## src/rtl/gfx_pkg.sv

```systemverilog
// rtl/gfx_pkg.sv - shared geometry, colour types and blitter state encoding
package gfx_pkg;

    localparam int BUFFER_WIDTH  = 160;
    localparam int BUFFER_HEIGHT = 120;
    localparam int LAYER_WIDTH   = 296;
    localparam int LAYER_HEIGHT  = 120;
    localparam int W             = 8;
    localparam int VRAM_L        = BUFFER_WIDTH * BUFFER_HEIGHT;

    localparam int OFS_W   = $clog2(LAYER_WIDTH) + 1;
    localparam int SC_W    = $clog2(LAYER_WIDTH);
    localparam int ROM_AW  = $clog2(LAYER_WIDTH * LAYER_HEIGHT);
    localparam int VRAM_AW = $clog2(VRAM_L);
    localparam int ROW_W   = $clog2(BUFFER_HEIGHT);
    localparam int COL_W   = $clog2(BUFFER_WIDTH);

    typedef logic [W-1:0] color8_t;

    localparam color8_t KEY      = 8'h00;
    localparam color8_t BG_COLOR = 8'hc9;

    typedef enum logic [1:0] {S_IDLE, S_RUN, S_DRAIN} blit_state_t;

    // sc*LAYER_HEIGHT as a sum of constant shifts, so no multiplier is inferred
    function automatic logic [ROM_AW-1:0] col_base(input logic [SC_W-1:0] sc);
        logic [ROM_AW-1:0] acc;
        logic [ROM_AW-1:0] ext;
        acc = '0;
        ext = ROM_AW'(sc);
        for (int b = 0; b < ROM_AW; b++) begin
            if (((LAYER_HEIGHT >> b) & 1) != 0) begin
                acc = acc + (ext << b);
            end
        end
        return acc;
    endfunction

endpackage

```

## src/rtl/composite_mux.sv

```systemverilog
// rtl/composite_mux.sv - two-input priority mux: front pixel wins unless transparent
module composite_mux
    import gfx_pkg::*;
(
    input  color8_t front,
    input  color8_t back,
    output color8_t pixel
);

    assign pixel = (front != KEY) ? front : back;

endmodule

```

## src/rtl/layer_col_tracker.sv

```systemverilog
// rtl/layer_col_tracker.sv - per-layer source column and column base tracking
module layer_col_tracker
    import gfx_pkg::*;
(
    input  logic              clk,
    input  logic              rst,
    input  logic              load,
    input  logic              advance,
    input  logic [OFS_W-1:0]  offset,
    input  logic [ROW_W-1:0]  row,
    output logic [ROM_AW-1:0] addr
);

    logic [SC_W-1:0]   sc;
    logic [ROM_AW-1:0] base;
    logic [SC_W-1:0]   start_sc;

    always_comb begin
        start_sc = offset[SC_W-1:0];
        if (offset >= OFS_W'(LAYER_WIDTH)) begin
            start_sc = SC_W'(offset - OFS_W'(LAYER_WIDTH));
        end
    end

    always_ff @(posedge clk or posedge rst) begin
        if (rst) begin
            sc   <= '0;
            base <= '0;
        end else if (load) begin
            sc   <= start_sc;
            base <= col_base(start_sc);
        end else if (advance) begin
            // horizontal wrap of the layer
            if (sc == SC_W'(LAYER_WIDTH - 1)) begin
                sc   <= '0;
                base <= '0;
            end else begin
                sc   <= sc + SC_W'(1);
                base <= base + ROM_AW'(LAYER_HEIGHT);
            end
        end
    end

    assign addr = base + ROM_AW'(row);

endmodule

```

## src/rtl/layer_blit_engine.sv

```systemverilog
// rtl/layer_blit_engine.sv - composites three scrolled layer ROMs into VRAM, one frame per start
module layer_blit_engine
    import gfx_pkg::*;
(
    input  logic               clk,
    input  logic               rst,
    input  logic               start,
    input  logic [OFS_W-1:0]   offset0,
    input  logic [OFS_W-1:0]   offset1,
    input  logic [OFS_W-1:0]   offset2,
    output logic               busy,
    output logic               done,
    output logic [ROM_AW-1:0]  rom0_addr,
    output logic [ROM_AW-1:0]  rom1_addr,
    output logic [ROM_AW-1:0]  rom2_addr,
    input  logic [W-1:0]       rom0_data,
    input  logic [W-1:0]       rom1_data,
    input  logic [W-1:0]       rom2_data,
    output logic               vram_wr_ena,
    output logic [VRAM_AW-1:0] vram_wr_addr,
    output logic [W-1:0]       vram_wr_data
);

    blit_state_t        state;
    logic [ROW_W-1:0]   row;
    logic [COL_W-1:0]   col;
    logic [VRAM_AW-1:0] p;
    logic [VRAM_AW-1:0] p_d1;
    logic               v_d1;
    logic               drain_cnt;
    logic               load;
    logic               advance;
    logic               col_end;
    color8_t            back2;
    color8_t            mid;
    color8_t            pixel;

    assign load    = (state == S_IDLE) && start;
    assign col_end = (row == ROW_W'(BUFFER_HEIGHT - 1));
    assign advance = (state == S_RUN) && col_end;

    layer_col_tracker u_trk0 (.clk(clk), .rst(rst), .load(load), .advance(advance),
                              .offset(offset0), .row(row), .addr(rom0_addr));
    layer_col_tracker u_trk1 (.clk(clk), .rst(rst), .load(load), .advance(advance),
                              .offset(offset1), .row(row), .addr(rom1_addr));
    layer_col_tracker u_trk2 (.clk(clk), .rst(rst), .load(load), .advance(advance),
                              .offset(offset2), .row(row), .addr(rom2_addr));

    assign back2 = (rom2_data != KEY) ? rom2_data : BG_COLOR;

    composite_mux u_mix1 (.front(rom1_data), .back(back2), .pixel(mid));
    composite_mux u_mix0 (.front(rom0_data), .back(mid),   .pixel(pixel));

    always_ff @(posedge clk or posedge rst) begin
        if (rst) begin
            state        <= S_IDLE;
            busy         <= 1'b0;
            done         <= 1'b0;
            row          <= '0;
            col          <= '0;
            p            <= '0;
            p_d1         <= '0;
            v_d1         <= 1'b0;
            drain_cnt    <= 1'b0;
            vram_wr_ena  <= 1'b0;
            vram_wr_addr <= '0;
            vram_wr_data <= '0;
        end else begin
            done <= 1'b0;
            // two-stage write pipeline: ROM read latency plus the output register
            v_d1         <= (state == S_RUN);
            p_d1         <= p;
            vram_wr_ena  <= v_d1;
            vram_wr_addr <= p_d1;
            vram_wr_data <= pixel;
            case (state)
                S_IDLE: begin
                    if (start) begin
                        state <= S_RUN;
                        busy  <= 1'b1;
                        row   <= '0;
                        col   <= '0;
                        p     <= '0;
                    end
                end
                S_RUN: begin
                    p <= p + VRAM_AW'(1);
                    if (col_end) begin
                        row <= '0;
                        col <= col + COL_W'(1);
                        if (col == COL_W'(BUFFER_WIDTH - 1)) begin
                            state     <= S_DRAIN;
                            drain_cnt <= 1'b0;
                        end
                    end else begin
                        row <= row + ROW_W'(1);
                    end
                end
                S_DRAIN: begin
                    drain_cnt <= 1'b1;
                    if (drain_cnt) begin
                        state <= S_IDLE;
                        busy  <= 1'b0;
                        done  <= 1'b1;
                    end
                end
                default: state <= S_IDLE;
            endcase
        end
    end

endmodule

```

## config.mk

```make
export PLATFORM = sky130hd
export DESIGN_NAME = layer_blit_engine
export DESIGN_NICKNAME = d
export VERILOG_FILES = /design/src/rtl/gfx_pkg.sv /design/src/rtl/composite_mux.sv /design/src/rtl/layer_col_tracker.sv /design/src/rtl/layer_blit_engine.sv
export SDC_FILE = /design/constraint.sdc
export NUM_CORES = 1
export LEC_CHECK = 0
export ABC_AREA = 1
export ABC_CLOCK_PERIOD_IN_PS = 5500
export BUFFER_PORTS_ARGS = -buffer_cell sky130_fd_sc_hd__buf_4
export CORE_UTILIZATION = 55
export DETAILED_ROUTE_END_ITERATION = 16
export GPL_ROUTABILITY_DRIVEN = 1
export PLACE_DENSITY_LB_ADDON = 0.1
export SYNTH_ARGS = -nofsm -noshare
export SYNTH_HDL_FRONTEND = slang
export SYNTH_SLANG_ARGS = --single-unit
```

## constraint.sdc

```tcl
create_clock -name clk -period 5.5 [get_ports clk]
set_input_delay 0.275 -clock clk [delete_from_list [all_inputs] [get_ports clk]]
set_output_delay 0.275 -clock clk [all_outputs]
set_load 0.02 [all_outputs]
```

After elaboration in Yosys (flattened, before gate mapping)
Index checks and enable logic that the tools add are counted.

word-level totals
  output and inout bits = 74
  input port bits = 57
  flip-flop bits (word level) = 150
  logic and storage cells = 125

cells by class
  add/sub/neg operators = 24
  reduce and logical (&&, ||, !) cells = 15
  mux-type cells = 54
  equal/unequal tests = 11
  $lt $le $gt $ge = 3

operators by type and width
  kind                                                                 count
  2-to-1 mux 16 bit                                                    18
  2-to-1 mux 9 bit                                                     12
  adder 16 x 13 -> 16 bit                                              3
  adder 16 x 14 -> 16 bit                                              3
  adder 16 x 15 -> 16 bit                                              3
  adder 16 x 7 -> 16 bit                                               3
  adder 16 x 7 -> 16 bit (second input constant)                       3
  2-to-1 mux 8 bit                                                     5
  greater-or-equal comparator 10 x 9 -> 1 bit (second input constant)  3
  one-hot mux 15 bit (2 select lines)                                  1
  adder 9 x 1 -> 9 bit (second input constant)                         3
  equality test 9 bit (second input constant)                          3
  subtractor 9 bit (second input constant)                             3
  nonzero test 8 bit                                                   3
  one-hot mux 8 bit (2 select lines)                                   1
  adder 15 x 1 -> 15 bit (second input constant)                       1
  2-to-1 mux 15 bit                                                    1
  2-to-1 mux 7 bit                                                     2
  one-hot mux 7 bit (2 select lines)                                   1
  AND reduction 3 bit                                                  3
  adder 8 x 1 -> 8 bit (second input constant)                         1
  equality test 8 bit (second input constant)                          1
  2-to-1 mux 2 bit                                                     4
  nonzero test 2 bit                                                   4
  other kinds (13)                                                     22

Logic depth before layout (Yosys ltp)
  depth in word-level cells = 9
  depth in mapped cells = 33
  mapped depth without buffers = 33

By module
A second synthesis with hierarchy kept.

second synthesis, totals
  cell total of the unflattened synthesis = 1685
  area total of the unflattened synthesis = 12159.2 um2

modules (own cells, without submodules)
  module                       cells each  area an instance (um2)  times used
  layer_blit_engine            315         3005.4                  1
  layer_col_tracker at u_trk1  442         2984.1                  1
  layer_col_tracker at u_trk0  433         2965.3                  1
  layer_col_tracker at u_trk2  433         2956.6                  1
  composite_mux                31          123.9                   2

Worst setup path after synthesis
Ideal clock, no wire load.

  path kind = input-to-reg
  start point = input offset0[6]
  end point = register u_trk0.base[13]
  stages on the path = 28
  path buffers = 0
  setup slack = 1.416 ns
  arrival time = 3.955 ns
  required time = 5.371 ns
  path through = inv_1 > nand2_1 > nor2_1 > nand2_2 > a21oi_1 > xor2_1 > inv_1 > ha_1 > a21oi_1 > nor2_1 > a211oi_1 > nand2_1 > nand2_1 > nand2_1 > ha_1 > nand2_1 > inv_1 > nand4_1 > o211ai_1 > xnor2_1 > inv_1 > ha_1 > nand2_1 > or2_2 > nand3_1 > a21oi_1 > o21ai_0 > a31oi_1

on the way
  cells in the longest elaborated chain, start to end = 9
  elaborated cells between the ends (all ways) = 10

RTL lines
  item                                                                             RTL line                                          source
  start: declaration                                                               layer_blit_engine.sv:8                            input logic [OFS_W-1:0] offset0,
  subtractor 9 bit or greater-or-equal comparator 10 x 9 -> 1 bit (tied branches)  layer_col_tracker.sv:21, layer_col_tracker.sv:20
  2-to-1 mux 9 bit *                                                               layer_col_tracker.sv:20                           if (offset >= OFS_W'(LAYER_WIDTH)) begin
  2-to-1 mux 16 bit                                                                layer_col_tracker.sv:29                           end else if (load) begin
  adder 16 x 13 -> 16 bit                                                          gfx_pkg.sv:33                                     acc = acc + (ext << b);
  2-to-1 mux 16 bit                                                                layer_col_tracker.sv:29
  adder 16 x 14 -> 16 bit                                                          gfx_pkg.sv:33
  2-to-1 mux 16 bit                                                                layer_col_tracker.sv:29
  adder 16 x 15 -> 16 bit *                                                        gfx_pkg.sv:33
  2-to-1 mux 16 bit *                                                              layer_col_tracker.sv:29
  end signal: assignment                                                           layer_col_tracker.sv:31                           base <= col_base(start_sc);
  end signal: assignment                                                           layer_col_tracker.sv:39                           base <= base + ROM_AW'(LAYER_HEIGHT);
  end: declaration                                                                 layer_col_tracker.sv:15                           logic [ROM_AW-1:0] base;

Every way passes the cells marked *; elsewhere a longest branch is shown, timed or not. The select of a mux whose other input is x is not followed.
A chain may end at the register's enable or synchronous reset.

Final worst setup path
  start point = input offset1[6]
  end point = register u_trk1.base[14]

on the way
  cells in the longest elaborated chain, start to end = 9
  elaborated cells between the ends (all ways) = 10

RTL lines
  item                                                                             RTL line                                          source
  start: declaration                                                               layer_blit_engine.sv:9                            input logic [OFS_W-1:0] offset1,
  subtractor 9 bit or greater-or-equal comparator 10 x 9 -> 1 bit (tied branches)  layer_col_tracker.sv:21, layer_col_tracker.sv:20
  2-to-1 mux 9 bit *                                                               layer_col_tracker.sv:20
  2-to-1 mux 16 bit                                                                layer_col_tracker.sv:29
  adder 16 x 13 -> 16 bit                                                          gfx_pkg.sv:33
  2-to-1 mux 16 bit                                                                layer_col_tracker.sv:29
  adder 16 x 14 -> 16 bit                                                          gfx_pkg.sv:33
  2-to-1 mux 16 bit                                                                layer_col_tracker.sv:29
  adder 16 x 15 -> 16 bit *                                                        gfx_pkg.sv:33
  2-to-1 mux 16 bit *                                                              layer_col_tracker.sv:29
  end signal: assignment                                                           layer_col_tracker.sv:31
  end signal: assignment                                                           layer_col_tracker.sv:39
  end: declaration                                                                 layer_col_tracker.sv:15

Marks and branches as above.

==> summary.md <==
| Metric | Value |
|---|---|
| Hold wc startpoint | `rom0_data[7]` |
| DRC Markers | `0` |
| Area leader, netlist | `dfrtp_1` |
| Initial drt markers | `625` |
| Finished Layout Cells | `1,972` |
| Full die area | `21,700 µm²` |
| First-pass GRT wire length | `44,100 µm` |
| Startpoint types | `primary input` |
| Synth Warn # | `0` |
| Gp weighted congestion | `0.897` |
| Chip width | `147 µm` |
| Syn Area/Cell | `7.37 µm²` |
| Clk root buf | `clkbuf_16` |
| Final period util | `0.776` |
| Post-Synthesis Cell Area | `11,600 µm²` |
| Slowest stage cell on the critical path | `ha_1` |
| Worst Max-Slew Pin Slew | `0.871 ns` |
| Clk buf depth | `2` |
| Routed Antenna Nets | `0` |
| WHS Endpoint | `vram_wr_data[7]$_DFF_PP0_` |
| Synth Instances | `1,577` |
| Largest net degree at the start of global routing | `80` |
| Post-synth EDFFs | `0` |
| Largest stage delay, worst path | `around 0.38 ns` |
| Maximum clock frequency | `234 MHz` |
| Worst-path clk slew | `0.06 ns` |
| Floorplan row count | `52` |
| Reg2reg setup slack | `2.09 ns` |
| Final Hold Vio Count | `0` |
| Crit path capture type | `flip-flop` |
| Cell mode on critical path | `nand2_1` |
| Initial antenna violation count | `0` |
| Chip height | `147 µm` |
| Post-route cell area | `13,400 µm²` |
| Dpl cells | `about 1,900` |
| Maximum vdd drop | `between 0.2 and 0.25 mV` |
| I/O pin total | `131` |
| Crit path DAT | `4.61 ns` |
| #FFs+latches synth | `approximately 140` |
| N_diodes | `0` |
| Post-synthesis sequential area ratio | `0.303` |
| Vias | `10,617` |
| H-tree depth | `4` |
| RSZ-0062 raised after global routing | `no` |
| Max-slew violation count | `0` |
| Top Family by Delay on Critical Path | `compound AO/OA/AOI/OAI gates` |
| Most common cell in the netlist | `nand2_1` |
| DR pass1 iterations | `5` |
| Grt total ovfl | `0` |
| Vias in the first global route | `9,510` |
| R2R cell count | `9` |
| Finish-stage setup viols | `0` |
| Sum Neg Setup Slack | `0 ns` |
| Fraction of layout cells with a size suffix above 1 | `0.115` |
| Power Dens Cells | `just over 300 nW/µm²` |
| Worst hold slack | `around 0.043 ns` |
| Syn nets | `1,753` |
| Fill cells | `1,868` |
| Post-Route WL | `26,500 µm` |
| Critical R2R Launch | `state[0]$_DFFE_PP0P_` |
| Average wire per standard cell | `13.4 µm` |
| Status | `finished clean` |
| CTS Buf Count | `17` |
| Hold depth | `2` |
| Layout Skew | `0.00820 ns` |
| WP data required | `5.85 ns` |
| Crit path time final | `approximately 4.3 ns` |
| CTS tree | `done` |
| Clock sink count | `141` |
| Most used DFF post-synth | `dfrtp_1` |
| Synth unique cells | `55` |
| Synth top cells by count | `nand2_1 (339), inv_1 (226), dfrtp_1 (141)` |
| Max-Cap Viols | `0` |
| CP Buf/Inv Count | `4` |
| Clock Latency Late Sink | `0.43 ns` |
| Utilization after layout | `0.652` |
| End of the worst register-to-register path | `u_trk0.base[8]$_DFFE_PP0P_` |
| Leak Pwr | `6.86 nW` |
| Critical path class | `in2reg` |
| Area share of the largest cell type after synthesis | `0.303` |
| Final nets | `1,865` |
| Total global-route track usage | `0.247` |
| Asr flop ratio synth | `1.00` |
| Initial Util | `0.567` |
| Core Box Area | `20,500 µm²` |
| Final HPWL DP | `19,700 µm` |
| DR vias/cell | `5.38` |
| Hold WC Path Type | `in2reg` |
| Post-cts sizing count | `0` |
| Synth-to-Final Area Change | `14.8%` |
| Buffers added on ports | `130` |
| Critical path fanouts, max | `6` |
| Max-slew headroom | `0.419` |
| Placed cell areas | `12,700 µm²` |
| Ranking of synthesized cells by area | `dfrtp_1 (30%), ha_1 (12%), nand2_1 (11%)` |
==> layout make-up <==
cell class	count	area, µm²	share of cell area
clock buffer	17	425	0.0319
clock inverter	15	198	0.0148
inverter	230	871	0.0652
multi-input combinational	1165	6990	0.523
sequential	141	3530	0.264
tap	270	338	0.0253
timing repair buffer	134	1010	0.0755
==> flip-flops by register name, indices dropped and copies added, names as in the netlist, 2 cells and up <==
register      flops
p                15
p_d1             15
vram_wr_addr     15
u_trk0.base      13
u_trk1.base      13
u_trk2.base      13
u_trk0.sc         9
u_trk1.sc         9
u_trk2.sc         9
col               8
vram_wr_data      8
row               7
state             2
==> metal layers <==
layer	vias up	share of wire	track usage
li1	5452	-	-
met1	4941	0.47	0.333
met2	206	0.48	0.421
met3	18	0.035	0.0380
met4	0	0.0072	0.0500
met5	-	0	0
==> worst max path at each step <==
stage / from / end / slack (ns) / depth (start not counted)
after global routing: offset1[6] / u_trk1.base[14]$_DFFE_PP0P_ / 0.76 / 31
after detailed placement: offset0[6] / u_trk0.base[13]$_DFFE_PP0P_ / 0.85 / 29
final: offset1[6] / u_trk1.base[14]$_DFFE_PP0P_ / 1.23 / 29
after global placement: offset1[6] / u_trk1.base[14]$_DFFE_PP0P_ / 0.94 / 29
after CTS: offset1[6] / u_trk1.base[14]$_DFFE_PP0P_ / 1.27 / 29
after floorplan: offset0[6] / u_trk0.base[13]$_DFFE_PP0P_ / 1.42 / 28
==> power by group <==
part	internal [W]	leakage [nW]	switching (W)
clock network	0.000695	0.308	0.000513
registers	0.00104	1.73	0.000000787
logic	0.000759	4.83	0.00115
==> through the flow <==
stage          power, W  setup WS (ns)
2_1_floorplan   0.00261           1.42
3_3_place_gp    0.00295          0.943
3_5_place_dp    0.00296          0.846
4_1_cts         0.00418           1.27
5_1_grt         0.00452          0.756
6_report        0.00416           1.23
==> cells by family (layout without fill, tap and decap cells) <==
logic type	Yosys count	after routing	synth area share
simple gates	632	632	0.234
compound gates	321	321	0.162
buf+inv	271	396	0.0960
flops	141	141	0.303
fa+ha+maj	119	119	0.134
xor+xnor	93	93	0.0700
==> worst reg2reg max path, cell delays in order, from the launching register on <==
cell     delay, ns
dfrtp_1       0.37
inv_1         0.06
nor2_1        0.57
inv_1         0.46
nor2_4        0.38
inv_4         0.13
nand2_8       0.36
inv_2         0.49
a21oi_1       0.34
a22oi_1       0.10
==> timing repair <==
| item | CTS | global route |
|---|---|---|
| endpoints found under the setup margin | 0 | 0 |
| buffers inserted | 0 | 0 |
| hold buffers | 1 | 0 |
| endpoints found under the hold margin | 5 | 0 |
==> layout by cell type, fill, tap and decap left out, types with 8 or more instances in the layout <==
master / n
nand3_1: 92
nor3_1: 20
o21a_1: 8
o221ai_1: 8
fa_1: 9
o21ai_0: 77
o21ai_1: 12
o211ai_1: 22
clkbuf_16: 17
xor2_1: 72
o21bai_1: 10
a31oi_1: 13
nor2_1: 117
inv_1: 225
a21oi_1: 124
o22ai_1: 15
nand2_1: 339
ha_1: 110
xnor2_1: 21
buf_4: 133
dfrtp_1: 141
nand4_1: 26
(Power assumes the default switching activity.)
